`src/rtl/bbpd_vote_filter_if.sv`:
```
// Sample-word input and Up/Dn decision output bundle of the
// bang-bang phase detector.
interface bbpd_vote_filter_if #(
   parameter int WIDTH = 10,
   parameter int VW    = 7
);
   logic                    valid_in;
   logic [WIDTH-1:0]        data_in;
   logic [WIDTH-1:0]        edge_in;
   logic                    Up;
   logic                    Dn;
   logic signed [VW-1:0]    vote_out;
   logic                    locked;

   modport master (
      output valid_in, data_in, edge_in,
      input  Up, Dn, vote_out, locked
   );

   modport slave (
      input  valid_in, data_in, edge_in,
      output Up, Dn, vote_out, locked
   );
endinterface

```
`src/rtl/bbpd_vote_filter.sv`:
```
// Alexander phase detector: per-word early/late popcount, windowed
// majority vote with Up/Dn pulses and a drift-based lock flag.
module bbpd_vote_filter #(
   parameter int WIDTH    = 10,
   parameter int DECIM    = 4,
   parameter int THRESH   = 2,
   parameter int LOCK_WIN = 64,
   parameter int LOCK_TOL = 4
) (
   input logic              clk,
   input logic              rst_n,
   bbpd_vote_filter_if.slave bus
);
   localparam int VW  = $clog2(WIDTH*DECIM+1)+1;
   localparam int CW  = $clog2(WIDTH+1);
   localparam int WCW = (DECIM > 1) ? $clog2(DECIM) : 1;
   localparam int LCW = (LOCK_WIN > 1) ? $clog2(LOCK_WIN) : 1;
   localparam int DW  = $clog2(LOCK_WIN+1)+1;
   localparam logic signed [VW-1:0] THR = VW'(THRESH);
   localparam logic signed [DW-1:0] TOL = DW'(LOCK_TOL);

   logic              prev_bit;
   logic              first;
   logic [WIDTH:0]    dext;
   logic [CW-1:0]     late_c;
   logic [CW-1:0]     early_c;
   logic [CW-1:0]     s1_late;
   logic [CW-1:0]     s1_early;
   logic              s1_valid;

   // dext[i] is the sample preceding data bit i
   always_comb begin
      dext    = {bus.data_in, prev_bit};
      late_c  = '0;
      early_c = '0;
      for (int i = 0; i < WIDTH; i++) begin
         if ((dext[i] != dext[i+1]) && !(i == 0 && first)) begin
            if (bus.edge_in[i] == dext[i+1])
               late_c = late_c + CW'(1);
            else
               early_c = early_c + CW'(1);
         end
      end
   end

   always_ff @(posedge clk or negedge rst_n) begin
      if (!rst_n) begin
         prev_bit <= 1'b0;
         first    <= 1'b1;
         s1_late  <= '0;
         s1_early <= '0;
         s1_valid <= 1'b0;
      end else begin
         s1_valid <= bus.valid_in;
         if (bus.valid_in) begin
            s1_late  <= late_c;
            s1_early <= early_c;
            prev_bit <= bus.data_in[WIDTH-1];
            first    <= 1'b0;
         end
      end
   end

   logic signed [VW-1:0] net;
   logic signed [VW-1:0] net_nx;
   logic [WCW-1:0]       wcnt;
   logic                 last_word;
   logic                 d_up;
   logic                 d_dn;
   logic signed [DW-1:0] drift;
   logic signed [DW-1:0] drift_nx;
   logic [LCW-1:0]       lcnt;
   logic                 lock_end;
   logic                 lock_ok;

   always_comb begin
      net_nx = net
             + $signed({{(VW-CW){1'b0}}, s1_late})
             - $signed({{(VW-CW){1'b0}}, s1_early});
      last_word = (wcnt == WCW'(DECIM-1));
      d_up      = (net_nx >= THR);
      d_dn      = !d_up && (net_nx <= -THR);
      drift_nx  = drift;
      if (d_up)
         drift_nx = drift + DW'(1);
      else if (d_dn)
         drift_nx = drift - DW'(1);
      lock_end = (lcnt == LCW'(LOCK_WIN-1));
      lock_ok  = (drift_nx <= TOL) && (drift_nx >= -TOL);
   end

   logic                 up_q;
   logic                 dn_q;
   logic signed [VW-1:0] vote_q;
   logic                 locked_q;

   always_ff @(posedge clk or negedge rst_n) begin
      if (!rst_n) begin
         net      <= '0;
         wcnt     <= '0;
         drift    <= '0;
         lcnt     <= '0;
         up_q     <= 1'b0;
         dn_q     <= 1'b0;
         vote_q   <= '0;
         locked_q <= 1'b0;
      end else begin
         up_q <= 1'b0;
         dn_q <= 1'b0;
         if (s1_valid) begin
            if (last_word) begin
               net    <= '0;
               wcnt   <= '0;
               vote_q <= net_nx;
               up_q   <= d_up;
               dn_q   <= d_dn;
               if (lock_end) begin
                  locked_q <= lock_ok;
                  drift    <= '0;
                  lcnt     <= '0;
               end else begin
                  drift <= drift_nx;
                  lcnt  <= lcnt + LCW'(1);
               end
            end else begin
               net  <= net_nx;
               wcnt <= wcnt + WCW'(1);
            end
         end
      end
   end

   assign bus.Up       = up_q;
   assign bus.Dn       = dn_q;
   assign bus.vote_out = vote_q;
   assign bus.locked   = locked_q;
endmodule

```
`src/flat_wrapper.sv`:
```
// flat-port wrapper written by rule: the top's interface ports become plain ports
module bbpd_vote_filter_flat 
#(
   parameter int WIDTH    = 10,
   parameter int DECIM    = 4,
   parameter int THRESH   = 2,
   parameter int LOCK_WIN = 64,
   parameter int LOCK_TOL = 4
)
  (clk, rst_n, bus_valid_in, bus_data_in, bus_edge_in, bus_Up, bus_Dn, bus_vote_out, bus_locked);
  bbpd_vote_filter_if #(.WIDTH(WIDTH), .VW(($clog2(WIDTH*DECIM+1)+1))) bus_i ();
  input logic clk;
  input logic rst_n;
  input wire logic [$bits(bus_i.valid_in)-1:0] bus_valid_in;
  input wire logic [$bits(bus_i.data_in)-1:0] bus_data_in;
  input wire logic [$bits(bus_i.edge_in)-1:0] bus_edge_in;
  output wire logic [$bits(bus_i.Up)-1:0] bus_Up;
  output wire logic [$bits(bus_i.Dn)-1:0] bus_Dn;
  output wire logic [$bits(bus_i.vote_out)-1:0] bus_vote_out;
  output wire logic [$bits(bus_i.locked)-1:0] bus_locked;
  assign bus_i.valid_in = bus_valid_in;
  assign bus_i.data_in = bus_data_in;
  assign bus_i.edge_in = bus_edge_in;
  assign bus_Up = bus_i.Up;
  assign bus_Dn = bus_i.Dn;
  assign bus_vote_out = bus_i.vote_out;
  assign bus_locked = bus_i.locked;
  bbpd_vote_filter #(.WIDTH(WIDTH), .DECIM(DECIM), .THRESH(THRESH), .LOCK_WIN(LOCK_WIN), .LOCK_TOL(LOCK_TOL)) u_core (.clk(clk), .rst_n(rst_n), .bus(bus_i));
endmodule
```
`config.mk`:
```
export PLATFORM = sky130hd
export DESIGN_NAME = bbpd_vote_filter_flat
export DESIGN_NICKNAME = d
export VERILOG_FILES = /design/src/rtl/bbpd_vote_filter_if.sv /design/src/rtl/bbpd_vote_filter.sv /design/src/flat_wrapper.sv
export SDC_FILE = /design/constraint.sdc
export NUM_CORES = 1
export LEC_CHECK = 0
export ABC_CLOCK_PERIOD_IN_PS = 7000
export CAP_MARGIN = 10
export CORE_MARGIN = 2
export CORE_UTILIZATION = 44
export DETAILED_ROUTE_END_ITERATION = 12
export PLACE_DENSITY = 0.69
export SLEW_MARGIN = 10
export SYNTH_ARGS = -nofsm -noshare
export SYNTH_HDL_FRONTEND = slang
export SYNTH_SLANG_ARGS = --single-unit
export TNS_END_PERCENT = 20
```
`constraint.sdc`:
```
create_clock -name clk -period 7 [get_ports clk]
set_clock_uncertainty 0.15 [all_clocks]
set_input_delay 0.7 -clock clk [delete_from_list [all_inputs] [get_ports clk]]
set_output_delay 0.7 -clock clk [all_outputs]
set_load 0.05 [all_outputs]
```
==> results.yml, run 1 <==
setup_path:
  slowest_stage: "or4b_1"
  reg2reg_depth: 31
  cp-end-kind: "flop"
  crit_required_ps: 7090
  critPathKind: "primary input to flop"
  worstReg2RegEnd: "u_core.s1_early[3]"
  crit_family: "simple AND/OR/NAND/NOR gates"
  reg2reg_from: "u_core.prev_bit"
  start_kind: "primary input"
  cp_common_cell: "xnor2_1"
  worstPathBufferInverterCount: 2
  slowest_delay_ps: 520
  startpoint: "bus_data_in[1]"
  r2r_setup_slack_ps: 540
  crit_arrival_ps: 6790
  crit_fanout: 14
finish:
  final_core_util: 0.529
  fin_nets: 661
  drive_gt1_frac: 0.138
  area_delta_synth_final_pct: 16.8
  antenna_cells: 0
  fin_cells: 744
synth:
  yosys.area.top_type: "dfrtp_1"
  synthDistinctLibCells: 76
  ys_seq_elements: 44
  syn_nets: 610
  synth_seq_area_share: 0.237
  syn-cell-area_um2: 4650
  synthTopCellsByArea: "dfrtp_1, xnor2_1, ha_1"
  avgSynthCellArea_um2: 8.37
  synthFlopType: "dfrtp_1"
  async_flop_share: 1.00
  synth.most_common_cell: "nand2_1"
  synth_edf_count: 0
  synth_commonest_cells: "nand2_1, dfrtp_1, xnor2_1"
  synth.top_cell.area_share: 0.231
  netlist_instances: 556
  synth.yosys.warnings: 0
timing:
  setup_slack_ps: 296
  whs_ps: 334
  tns_ps: 0
  finalCriticalPeriod_ps: 6700
  max_freq_mhz: 149
  finalMaxSlewViolations: 0
  setup-violations-final: 0
  period_share: 0.958
  relSlewSlack: 0.292
  tightest_slew_ps: 1040
  hold_viol_final: 0
min_path:
  hold_path_class: "flop to flop"
  min_from: "u_core.bus.vote_out[6]"
  hold_depth: 2
  hold_path_end: "u_core.bus.vote_out[6]"
floorplanning:
  die-area_um2: 11400
  fp.dieW_um: 107
  start_util: 0.453
  core_um2: 10300
  fp-row-count: 37
  chipHeight_um: 107
  ioPinCount: 33
clock_tree:
  cts_buffers: 5
  hold_buffers: 0
  clock_latency_ps: 300
  clk_pin_slew_ps: 90
  cts_sinks: 44
  cts_root_buf: "clkbuf_8"
  cts_tree: "built"
  h-tree-depth: 2
  cts_buffer_depth: 2
routing:
  via_count: 4128
  wl_um: 10300
  vias_per_cell: 5.55
  antenna_left: 0
  post_drt_wl_per_cell_um: 13.8
  drt_iter0_drc: 193
  drcViolationCount: 0
  dr.pass1.iters: 4
pwr:
  p_leak_uw: 0.00235
  power.density_nw_per_um2: 375
  peakVddDrop_mv: 0.275
global_routing:
  antenna_found_initial: 0
  gr-total-overflow: 0
  grt_pass1_vias: 3908
  grt_max_degree: 45
  grt_use_total: 0.181
  grt_pass1_wl_um: 17300
job:
  cap_violations: 0
place:
  globalplace.congestion: 0.901
  place_ws_ps: -215
  port_buffers: 32
  dp.cells: 730
  place_hpwl_um: 7970
outcome:
  status: "completed"
==> final cells by class <==
| type | count | area, um2 |
|---|---|---|
| fillers | 977 | 4840 |
| multi-input cells | 458 | 3380 |
| flip-flops and latches | 44 | 1100 |
| repair buffers | 59 | 523 |
| well taps | 136 | 170 |
| inverters | 39 | 146 |
| clock buffers | 5 | 68.8 |
| clock inverters | 3 | 46.3 |
==> worst max-delay path by stage <==
stage | end | slack, ps | cells past startpoint
3_3_place_gp | u_core.s1_early[3] | -40 | 31
5_1_grt | u_core.s1_early[3] | -50 | 30
6_report | u_core.s1_early[3] | 300 | 30
3_5_place_dp | u_core.s1_early[3] | -220 | 31
2_1_floorplan | u_core.s1_early[3] | 400 | 31
4_1_cts | u_core.s1_early[3] | 100 | 31
==> worst min-delay path: cells and delay by family, from the launching register on <==
family,cells,cell delay [ps]
flip-flops,1,350
AO/OA/AOI/OAI,1,60
AND/OR/NAND/NOR,1,40
==> power by group <==
part           switching [uW]  internal (uW)  total (uW)
Sequential               76.5            353         430
Clock                    93.0            108         201
Combinational             819            591        1410
==> timing repair <==
item / CTS / global route
setup endpoints to repair: 0 / 3
gates resized for setup: 0 / 16
buffers inserted: 0 / 6
==> metal layers <==
| metal | share of wire | vias to the layer above | track usage |
|---|---|---|---|
| met1 | 0.46 | 1934 | 0.237 |
| met2 | 0.49 | 85 | 0.315 |
| met3 | 0.034 | 10 | 0.0225 |
| li1 | - | 2099 | - |
| met5 | 0 | - | 0 |
| met4 | 0.013 | 0 | 0.0492 |
==> flip-flops by register name, summed over array words and instances, names as in the netlist <==
name and count:
u_core.drift 8, u_core.bus.locked 1, u_core.s1_late 4, u_core.s1_valid 1, u_core.bus.Up 1, u_core.lcnt 6, u_core.s1_early 4, u_core.net 7
u_core.bus.vote_out 7, u_core.prev_bit 1, u_core.bus.Dn 1, u_core.wcnt 2, u_core.first 1
==> kinds of logic after synthesis <==
| group | synth area share |
|---|---|
| AND/OR/NAND/NOR | 0.246 |
| AO/OA/AOI/OAI | 0.200 |
| adder cells (fa/ha/maj) | 0.0898 |
| XOR/XNOR | 0.140 |
| flip-flops | 0.237 |
| multiplexers | 0.0371 |
| buffers and inverters | 0.0500 |
==> layout by cell type (no fill, tap or decap), types with 4 or more instances in the layout <==
cell type	Yosys	layout
or3_1	6	6
a21o_1	4	4
a21oi_2	2	4
mux2i_1	6	6
ha_1	27	25
and3b_1	4	4
xnor2_2	3	4
nor2_1	36	36
nor4_1	6	6
o21ai_0	38	36
and2_1	11	11
xor2_1	11	11
inv_1	36	36
nand2b_1	11	11
a21oi_1	29	27
o211ai_1	7	7
a211o_1	4	4
and3_1	5	5
nand3_1	12	12
dfrtp_1	43	43
nand2_1	56	55
nand3b_1	8	8
mux2_2	10	10
nor2b_1	6	6
o31ai_1	7	6
fa_1	4	4
nor3_1	15	15
a211oi_1	7	7
clkdlybuf4s50_1	0	29
xnor2_1	40	39
buf_4	0	27
o21a_1	6	6
o22ai_1	10	9
clkbuf_8	0	5
a22oi_1	4	4
==> through the flow <==
| stage | total power, uW | instance area, um2 |
|---|---|---|
| 2_1_floorplan | 1490 | 4650 |
| 6_report | 2040 | 5440 |
| 3_5_place_dp | 1800 | 5210 |
| 4_1_cts | 2010 | 5320 |
| 5_1_grt | 2240 | 5440 |
| 3_3_place_gp | 1750 | 5210 |
(Power assumes the default switching activity.)
==> run 2: changes to the inputs <==
--- a/config.mk
+++ b/config.mk
@@ -9,6 +9,7 @@
 export CAP_MARGIN = 10
 export CORE_MARGIN = 2
 export CORE_UTILIZATION = 44
+export CTS_CLUSTER_DIAMETER = 120
 export DETAILED_ROUTE_END_ITERATION = 12
 export PLACE_DENSITY = 0.69
 export SLEW_MARGIN = 10
==> results of run 2 <==
No change in the layout: final DEF, timing and power equal those of run 1.
